===== config.mk =====
export PLATFORM = sky130hd
export DESIGN_NAME = fifo_stream_reader
export DESIGN_NICKNAME = d
export VERILOG_FILES = /design/src/rtl/fifo_stream_reader.sv
export SDC_FILE = /design/constraint.sdc
export NUM_CORES = 1
export LEC_CHECK = 0
export ABC_AREA = 1
export ABC_CLOCK_PERIOD_IN_PS = 7380
export CAP_MARGIN = 20
export CORE_ASPECT_RATIO = 1.5
export CORE_MARGIN = 4
export CORE_UTILIZATION = 36
export CTS_BUF_LIST = sky130_fd_sc_hd__clkbuf_4 sky130_fd_sc_hd__clkbuf_8
export DETAILED_ROUTE_END_ITERATION = 8
export PLACE_DENSITY = 0.64
export SETUP_SLACK_MARGIN = 0.4
export SYNTH_ARGS = -nofsm -noshare
export SYNTH_HDL_FRONTEND = slang
export SYNTH_SLANG_ARGS = --single-unit
export TNS_END_PERCENT = 1

===== constraint.sdc =====
create_clock -name i_clk -period 7.38 [get_ports i_clk]
set_input_delay 1.845 -clock i_clk [delete_from_list [all_inputs] [get_ports i_clk]]
set_output_delay 1.845 -clock i_clk [all_outputs]
set_load 0.02 [all_outputs]

===== src/rtl/fifo_stream_reader.sv =====
// ============================================================================
//  Module   : fifo_stream_reader
//  Brief    : Pops a packet of cfg_len words from a first-word-fall-after FIFO
//             and presents them on a valid/ready stream via a 2-entry skid.
//  Revision : 1.0  initial release
// ============================================================================
`default_nettype none

module fifo_stream_reader #(
    parameter int BITS_WIDTH = 32,
    parameter int BITS_LEN   = 16
) (
    input  logic                  i_clk,
    input  logic                  i_rst,
    input  logic                  start,
    input  logic [BITS_LEN-1:0]   cfg_len,
    output logic                  busy,
    output logic                  done,
    input  logic [BITS_WIDTH-1:0] fifo_dout,
    input  logic                  fifo_empty,
    output logic                  fifo_rd_en,
    output logic [BITS_WIDTH-1:0] m_data,
    output logic                  m_valid,
    output logic                  m_last,
    input  logic                  m_ready
);

    typedef enum logic [1:0] {
        IDLE  = 2'd0,
        RUN   = 2'd1,
        DRAIN = 2'd2
    } state_t;

    state_t                r_state;
    logic                  r_busy;
    logic                  r_done;
    logic [BITS_LEN-1:0]   r_len;
    logic [BITS_LEN-1:0]   r_pops_left;
    logic [BITS_LEN-1:0]   r_beat_cnt;
    logic [1:0]            r_occ;
    logic                  r_inflight;
    logic [BITS_WIDTH-1:0] r_buf0;
    logic [BITS_WIDTH-1:0] r_buf1;

    logic                  w_xfer;
    logic                  w_pop;
    logic [2:0]            w_pending;
    logic [1:0]            w_wr_idx;

    assign m_valid   = (r_occ != 2'd0);
    assign m_data    = r_buf0;
    assign m_last    = m_valid && (r_beat_cnt == r_len - BITS_LEN'(1));
    assign busy      = r_busy;
    assign done      = r_done;

    assign w_xfer    = m_valid && m_ready;
    // Words held plus words still in flight, after this cycle's departure.
    assign w_pending = {1'b0, r_occ} + {2'b0, r_inflight} - {2'b0, w_xfer};
    // Reset gates the pop so a word is never taken from the FIFO and then lost.
    assign w_pop     = !i_rst && (r_state == RUN) && (r_pops_left != '0)
                       && !fifo_empty && (w_pending < 3'd2);
    assign fifo_rd_en = w_pop;

    assign w_wr_idx  = r_occ - {1'b0, w_xfer};

    always_ff @(posedge i_clk) begin
        if (i_rst) begin
            r_state     <= IDLE;
            r_busy      <= 1'b0;
            r_done      <= 1'b0;
            r_len       <= '0;
            r_pops_left <= '0;
            r_beat_cnt  <= '0;
            r_occ       <= 2'd0;
            r_inflight  <= 1'b0;
            r_buf0      <= '0;
            r_buf1      <= '0;
        end else begin
            r_done     <= 1'b0;
            r_inflight <= w_pop;
            r_occ      <= r_occ + {1'b0, r_inflight} - {1'b0, w_xfer};

            if (w_pop)
                r_pops_left <= r_pops_left - BITS_LEN'(1);
            if (w_xfer)
                r_beat_cnt <= r_beat_cnt + BITS_LEN'(1);

            // Head shifts out first; the arriving word lands behind what remains.
            if (w_xfer)
                r_buf0 <= r_buf1;
            if (r_inflight) begin
                if (w_wr_idx == 2'd0)
                    r_buf0 <= fifo_dout;
                else
                    r_buf1 <= fifo_dout;
            end

            case (r_state)
                IDLE: begin
                    if (start) begin
                        if (cfg_len != '0) begin
                            r_len       <= cfg_len;
                            r_pops_left <= cfg_len;
                            r_beat_cnt  <= '0;
                            r_state     <= RUN;
                            r_busy      <= 1'b1;
                        end else begin
                            r_done <= 1'b1;
                        end
                    end
                end
                RUN: begin
                    if (w_pop && (r_pops_left == BITS_LEN'(1)))
                        r_state <= DRAIN;
                end
                DRAIN: begin
                    if (w_xfer && m_last) begin
                        r_state <= IDLE;
                        r_busy  <= 1'b0;
                        r_done  <= 1'b1;
                    end
                end
                default: begin
                    r_state <= IDLE;
                    r_busy  <= 1'b0;
                end
            endcase
        end
    end

endmodule

`default_nettype wire


Word level (Yosys, flattened, before mapping):

Index checks and enable logic that the tools add are counted.

* add/subtract/negate cells: 8
* magnitude comparators: 1
* eq/ne operators: 8
* multiplexer cells: 24
* bitwise operators: 2
* reduce and logical (&&, ||, !) cells: 19

Operators with widths (number)
* 16-bit 2-to-1 mux: 8
* 32-bit 2-to-1 mux: 3
* 16-bit nonzero test: 2
* 16-bit by 1-bit subtractor with 16-bit output (second input constant): 2
* 16-bit by 1-bit adder with 16-bit output (second input constant): 1
* 16-bit by 1-bit == test with 1-bit output (second input constant): 1
* 16-bit == test: 1
* 1-bit logical AND: 8
* 2-bit 2-to-1 mux: 4
* 4-bit AND reduction: 2
* 1-bit 2-to-1 mux: 6
* 2-bit != test (second input constant): 3
* 2-bit case mux with 3 select lines: 1
* 2-bit zero test: 2
* 2-bit by 1-bit subtractor with 2-bit output: 2
* 2-bit by 1-bit adder with 3-bit output: 1
* 3-bit by 2-bit < comparator with 1-bit output (second input constant): 1
* 1-bit case mux with 3 select lines: 1
* 3-bit AND reduction: 1
* 3-bit by 1-bit subtractor with 3-bit output: 1
* 2-bit by 1-bit adder with 2-bit output: 1
* 2-bit by 1-bit == test with 1-bit output (second input constant): 1
* 2-bit == test (second input constant): 1
* 1-bit zero test: 2
* 5 further kinds: 6

* bits in registers: 119
* output and inout bits: 37
* word-level logic and storage cells: 72

Logic depth before layout (Yosys ltp):

Gate-level depths: netlist of run 1.

* depth in word-level cells: 9
* gate-level depth with buffers: 22
* mapped depth without buffers: 21

Worst setup path after synthesis of run 1:

No wires, ideal clock.

* kind: in2out
* from: input m_ready
* to: output fifo_rd_en
* arrival time: 4.082 ns
* data required time: 5.535 ns
* setup slack: 1.453 ns
* stages: 13
* path buffers: 2
* cells stage by stage: nand2_4 clkinv_1 clkbuf_1 ha_1 inv_1 ha_1 inv_1 fa_1 nand2_1 nor4_2 nand2_2 inv_2 buf_2

* word-level cells in the longest chain between the ends: 4

RTL lines
* start, declared: RTL line 25 `input logic m_ready`
* 1-bit logical AND: RTL line 56 `assign w_xfer = m_valid && m_ready;`
* 3-bit by 1-bit subtractor with 3-bit output: RTL line 58 `assign w_pending = {1'b0, r_occ} + {2'b0, r_inflight} - {2'b0, w_xfer};`
* 3-bit by 2-bit < comparator with 1-bit output: RTL line 61 `&& !fifo_empty && (w_pending < 3'd2);`
* 1-bit logical AND: RTL line 61
* end, declared: RTL line 21 `output logic fifo_rd_en,`

Every way passes these cells.

Worst setup path after layout of run 1:

Same ends and word-level chain as after synthesis.

==> results of run 1 <==
==> layer usage <==
| metal | up-vias | global-route usage (%) | wire [µm] |
|---|---|---|---|
| li1 | 2905 | - | - |
| met1 | 2470 | 17.8 | 6050 |
| met2 | 161 | 31.8 | 7730 |
| met3 | 46 | 5.23 | 1020 |
| met4 | 0 | 10.3 | 698 |
| met5 | - | 0 | 0 |
==> power by group through the flow <==
stage	clock, mW	sequential (mW)	combinational [mW]
global route	0.648	0.781	0.708
detailed placement	0	0.782	0.632
finish	0.605	0.769	0.628
floorplan	0	0.838	0.335
global placement	0	0.782	0.628
CTS	0.624	0.770	0.636
==> path summary, 6_finish.rpt <==
kind / from / to / slack [ns] / cells past startpoint
hold / removal: r_buf1[26] / r_buf1[26] / 0.45 / 2
setup reg to reg: r_inflight / r_pops_left[7] / 4.08 / 18
hold reg to reg: r_buf1[26] / r_buf1[26] / 0.45 / 2
setup / recovery: m_ready / fifo_rd_en / 0.82 / 13
==> sequential cells by signal, indices dropped and copies added (netlist names) <==
register	cells
r_pops_left	16
r_beat_cnt	16
r_buf1	32
done	1
m_data	32
r_occ	2
r_inflight	1
r_len	16
busy	1
r_state	2
==> cell usage after synthesis (2+ instances only) <==
cell type	number
a21oi_1	68
a31oi_1	11
and2_1	2
buf_1	3
buf_2	7
clkbuf_1	27
clkinv_1	3
dfxtp_1	119
ha_1	6
inv_1	83
inv_2	9
nand2_1	194
nand2_2	8
nand2_4	2
nand3_1	47
nand4_1	12
nor2_1	67
nor2_2	7
nor2_4	3
nor3_1	7
nor4_1	7
nor4_2	2
o21ai_0	100
o21ai_1	10
xnor2_1	7
xor2_1	19
==> logic make-up after synthesis <==
kind of cell | after synthesis
compound gates | 192
xor+xnor | 26
fa+ha+maj | 7
buf+inv | 132
flops | 119
simple gates | 365
==> placed cells by master (no fill, tap or decap), types with 2 or more instances in the layout <==
cell type          n
o21ai_1           10
clkbuf_8          19
nor4_2             2
dfxtp_1          119
ha_1               6
xor2_1            19
nor3_1             7
nand2_2            8
clkdlybuf4s50_1   89
o21ai_0          100
nand4_1           12
nor4_1             7
clkinvlp_4         2
and2_1             2
bufinv_16          2
inv_1             83
xnor2_1            7
clkinv_1           3
clkinv_2           2
nand3_1           47
buf_4              8
nand2_1          194
nor2_1            67
clkinv_4           4
nor2_2             7
nor2_4             3
a31oi_1           11
a21oi_1           68
inv_2              9
inv_6              3
nand2_4            2
==> area by class of cell <==
cell class | instances | area share, %
Multi-Input combinational cell | 590 | 40.3
Tap cell | 203 | 3.48
Clock buffer | 19 | 3.59
Timing Repair Buffer | 97 | 13.0
Clock inverter | 13 | 2.01
Sequential cell | 119 | 32.7
Inverter | 95 | 4.89
==> worst max-delay path, cell delays in order <==
cell and delay, ns:
clkdlybuf4s50_1 0.46, nand2_4 0.09, clkinv_1 0.07, ha_1 0.27, inv_1 0.06, ha_1 0.14
inv_1 0.05, fa_1 0.50, nand2_1 0.07, nor4_2 0.28, nand2_2 0.18, inv_2 0.09
clkdlybuf4s50_1 0.61
==> metrics by stage <==
step	hold slack (ns)	power [mW]	setup slack, ns	instances	util (%)
floorplan	0.430	1.17	1.45	841	-
global placement	0.440	1.41	0.860	1104	43.7
detailed placement	0.444	1.41	0.795	1104	43.7
CTS	0.457	2.03	0.782	1136	46.2
global route	0.484	2.14	0.647	1136	46.2
finish	0.454	2.00	0.822	1136	46.2
==> impl_metrics.env, run 1 <==
export IMPL_grt_overflow=0
export IMPL_fillers=1629
export IMPL_cts_setup_buffers=0
export IMPL_layout_drive_gt1_share_pct=8.15
export IMPL_syn_nets=901
export IMPL_area_delta_synth_final_pct=25.2
export IMPL_ys_seq_area_share_pct=40.9
export IMPL_netlist_top_cells_area="dfxtp_1, nand2_1, o21ai_0"
export IMPL_power_leakage_nw=2.94
export IMPL_finalWeightedCongestion=0.877
export IMPL_via_per_inst=4.91
export IMPL_peakVddDrop_mv=0.158
export IMPL_drt_total_wl_mm=15.5
export IMPL_synthesis_instances=841
export IMPL_wl_per_cell_um=13.6
export IMPL_drt_first_pass_iters=5
export IMPL_die_area_um2=18300
export IMPL_htree_levels=4
export IMPL_antenna_left=0
export IMPL_synth_top_cell_area_share_pct=40.9
export IMPL_clock_sinks=119
export IMPL_synth_fa_ha_area_share_pct=1.63
export IMPL_final_nets=980
export IMPL_tns_ns=0
export IMPL_hold_violations=0
export IMPL_worst_pin_slew_ns=1.03
export IMPL_grt_max_degree=75
export IMPL_synth_top_family_by_area="simple AND/OR/NAND/NOR gates"
export IMPL_placed_cell_area_um2=6880
export IMPL_synth_edff_count=0
export IMPL_clock_fmax_mhz=152
export IMPL_regArea_um2=2380
export IMPL_final_max_slew_viol_count=0
export IMPL_grt_pass1_vias=5523
export IMPL_maxCapViolCount=0
export IMPL_drtIter0Drc=238
export IMPL_cp_max_fo=5
export IMPL_combPwrFrac_pct=31.4
export IMPL_post_dp_hpwl_mm=11.2
export IMPL_synth_distinct_cells=37
export IMPL_end_kind="output pin"
export IMPL_avgSynthCellArea_um2=6.93
export IMPL_swShare_pct=35.3
export IMPL_io_buffers=89
export IMPL_core_area_um2=15800
export IMPL_die_x_um=112
export IMPL_hold_path_class="flip-flop to flip-flop"
export IMPL_die_height_um=164
export IMPL_clock_path_buffers=2
export IMPL_antenna_found_initial=0
export IMPL_cts_tree="done"
export IMPL_cts_resized_gates=0
export IMPL_status="complete, no violations"
export IMPL_grt_total_usage_pct=17.6
export IMPL_clkPwrFrac_pct=30.2
export IMPL_route_detailed_drc=0
export IMPL_p_int_mw=1.30
export IMPL_ys_flop_type="dfxtp_1"
export IMPL_crit_required_ns=5.54
export IMPL_synth_simple_area_share_pct=28.0
export IMPL_grt_pass1_wl_mm=25.8
export IMPL_powerDensity_nw_per_um2=275
export IMPL_numCtsBuffers=17
export IMPL_synthArstFlopShare_pct=0
export IMPL_multi_input_comb_area_um2=2940
export IMPL_crit_path_start_kind="input pin"
export IMPL_clk_pin_slew_ns=0.08
export IMPL_vias=5582
export IMPL_fin_skew_ns=0.0107
export IMPL_syn_area_um2=5820
export IMPL_max_slew_margin_pct=31.4
export IMPL_yosysTopAreaCell="dfxtp_1"
export IMPL_cts_root_buffer="clkbuf_8"
export IMPL_rsz0062_at_grt="false"
export IMPL_synth_compound_area_share_pct=16.9
export IMPL_setup_viol=0
export IMPL_post_route_cell_area_um2=7290
export IMPL_power_switching_uw=706
export IMPL_start_util_pct=36.9
export IMPL_power_frac_seq_pct=38.4
export IMPL_yosys_warnings=0
export IMPL_io_pin_count=90
export IMPL_synth_mux_area_share_pct=0
export IMPL_diodes=0
export IMPL_rows=56
export IMPL_synth_xor_xnor_area_share_pct=3.91
export IMPL_cp_arrival_ns=4.71
export IMPL_fin_crit_ns=6.56
export IMPL_finalCritPeriodShare_pct=88.9
export IMPL_path_class="input pin to output pin"
export IMPL_holdBufCountCts=0
export IMPL_ys_ff_latch=119
export IMPL_worstSkewPairLatency_ns=0.45
No activity file was read; power rests on OpenSTA's default activity.
==> run 2, diff against run 1 <==
CTS_BUF_LIST = not set   (was sky130_fd_sc_hd__clkbuf_4 sky130_fd_sc_hd__clkbuf_8)
==> impl_metrics.env, run 2 (synthesis gave the netlist of run 1 again) <==
export IMPL_status="complete, no violations"
export IMPL_path_class="input pin to output pin"
export IMPL_worstHoldPathCells=2
export IMPL_hold_violations=0
export IMPL_drt_first_pass_iters=5
export IMPL_core_area_um2=15800
export IMPL_diodes=0
export IMPL_clock_path_buffers=2
export IMPL_r2r_cells=18
export IMPL_grt_max_degree=75
export IMPL_cts_setup_buffers=0
export IMPL_post_dp_hpwl_mm=11.2
export IMPL_antenna_found_initial=0
export IMPL_cp_arrival_ns=4.70
export IMPL_via_per_inst=4.91
export IMPL_grt_total_usage_pct=17.7
export IMPL_cts_resized_gates=0
export IMPL_route_detailed_drc=0
export IMPL_die_x_um=112
export IMPL_drt_total_wl_mm=15.6
export IMPL_area_delta_synth_final_pct=28.4
export IMPL_cp_max_fo=5
export IMPL_layout_drive_gt1_share_pct=8.15
export IMPL_rsz0062_at_grt="false"
export IMPL_io_buffers=89
export IMPL_final_common_cell="nand2_1"
export IMPL_die_area_um2=18300
export IMPL_finalWeightedCongestion=0.877
export IMPL_hold_path_class="flip-flop to flip-flop"
export IMPL_final_nets=980
export IMPL_final_max_slew_viol_count=0
export IMPL_end_kind="output pin"
export IMPL_grt_pass1_wl_mm=26.0
export IMPL_finalCritPeriodShare_pct=88.7
export IMPL_cts_tree="done"
export IMPL_worst_pin_slew_ns=1.05
export IMPL_power_leakage_nw=3.03
export IMPL_final_cell_mix="nand2_1, dfxtp_1, o21ai_0, clkdlybuf4s50_1, inv_1"
export IMPL_vias=5575
export IMPL_holdWs_ns=0.451
export IMPL_tns_ns=0
export IMPL_crit_path_start_kind="input pin"
export IMPL_antenna_left=0
export IMPL_io_pin_count=90
export IMPL_crit_required_ns=5.54
export IMPL_rows=56
export IMPL_numCtsBuffers=17
export IMPL_start_util_pct=36.9
export IMPL_clock_sinks=119
export IMPL_clk_pin_slew_ns=0.06
export IMPL_fillers=1592
export IMPL_peakVddDrop_mv=0.191
export IMPL_setup_viol=0
export IMPL_holdBufCountCts=0
export IMPL_grt_overflow=0
export IMPL_fin_skew_ns=0.00683
export IMPL_fin_crit_ns=6.55
export IMPL_maxCapViolCount=0
export IMPL_fin_util_pct=47.5
export IMPL_die_height_um=164
export IMPL_htree_levels=4
export IMPL_cts_root_buffer="clkbuf_16"
export IMPL_clock_fmax_mhz=153
export IMPL_grt_pass1_vias=5515
export IMPL_wl_per_cell_um=13.7
export IMPL_powerDensity_nw_per_um2=298
export IMPL_worstSkewPairLatency_ns=0.42
export IMPL_drtIter0Drc=228
export IMPL_max_slew_margin_pct=30.2
==> run 2: cell types whose count changed in the layout (fill, tap and decap cells not counted) <==
cell       delta
clkbuf_8     -17
clkbuf_16    +17
==> run 2: where the power goes <==
group          switching, mW  internal (mW)  total [mW]
combinational          0.376          0.253       0.630
sequential            0.0481          0.722       0.770
clock                  0.313          0.518       0.831
==> run 2: final timing paths <==
kind,slack (ns),from,end
worst min register to register,0.45,r_buf1[26],r_buf1[26]
worst min-delay path,0.45,r_buf1[26],r_buf1[26]
worst max register to register,4.09,r_inflight,r_pops_left[7]
worst max-delay path,0.83,m_ready,fifo_rd_en
==> run 2: per-stage QoR <==
step	setup WS (ns)	instances	power, mW	cell area [µm²]
2_1_floorplan	1.45	841	1.17	5820
3_3_place_gp	0.860	1104	1.41	6880
3_5_place_dp	0.795	1104	1.41	6880
4_1_cts	0.782	1136	2.26	7480
5_1_grt	0.647	1136	2.37	7480
6_report	0.834	1136	2.23	7480
==> run 2: final cells by class <==
| cell class | instances | area [µm²] | area share [%] |
|---|---|---|---|
| Clock buffer | 19 | 453 | 6.05 |
| Tap cell | 203 | 254 | 3.40 |
| Sequential cell | 119 | 2380 | 31.8 |
| Clock inverter | 13 | 146 | 1.96 |
| Timing Repair Buffer | 97 | 951 | 12.7 |
| Multi-Input combinational cell | 590 | 2940 | 39.3 |
| Inverter | 95 | 357 | 4.77 |
==> run 2: critical path, stage by stage <==
cell and delay (ns):
clkdlybuf4s50_1 0.46, nand2_4 0.09, clkinv_1 0.07, ha_1 0.27
inv_1 0.06, ha_1 0.14, inv_1 0.05, fa_1 0.50
nand2_1 0.07, nor4_2 0.28, nand2_2 0.18, inv_2 0.09
clkdlybuf4s50_1 0.61
==> run 2: layer usage <==
| layer | part of all wire, % | vias to the layer above | global-route usage [%] | routed length, µm |
|---|---|---|---|---|
| met2 | 51 | 153 | 32.5 | 7920 |
| met5 | 0 | - | 0 | 0 |
| li1 | - | 2905 | - | - |
| met3 | 6.3 | 36 | 5.90 | 983 |
| met1 | 40 | 2481 | 18.1 | 6160 |
| met4 | 3.4 | 0 | 8.08 | 525 |
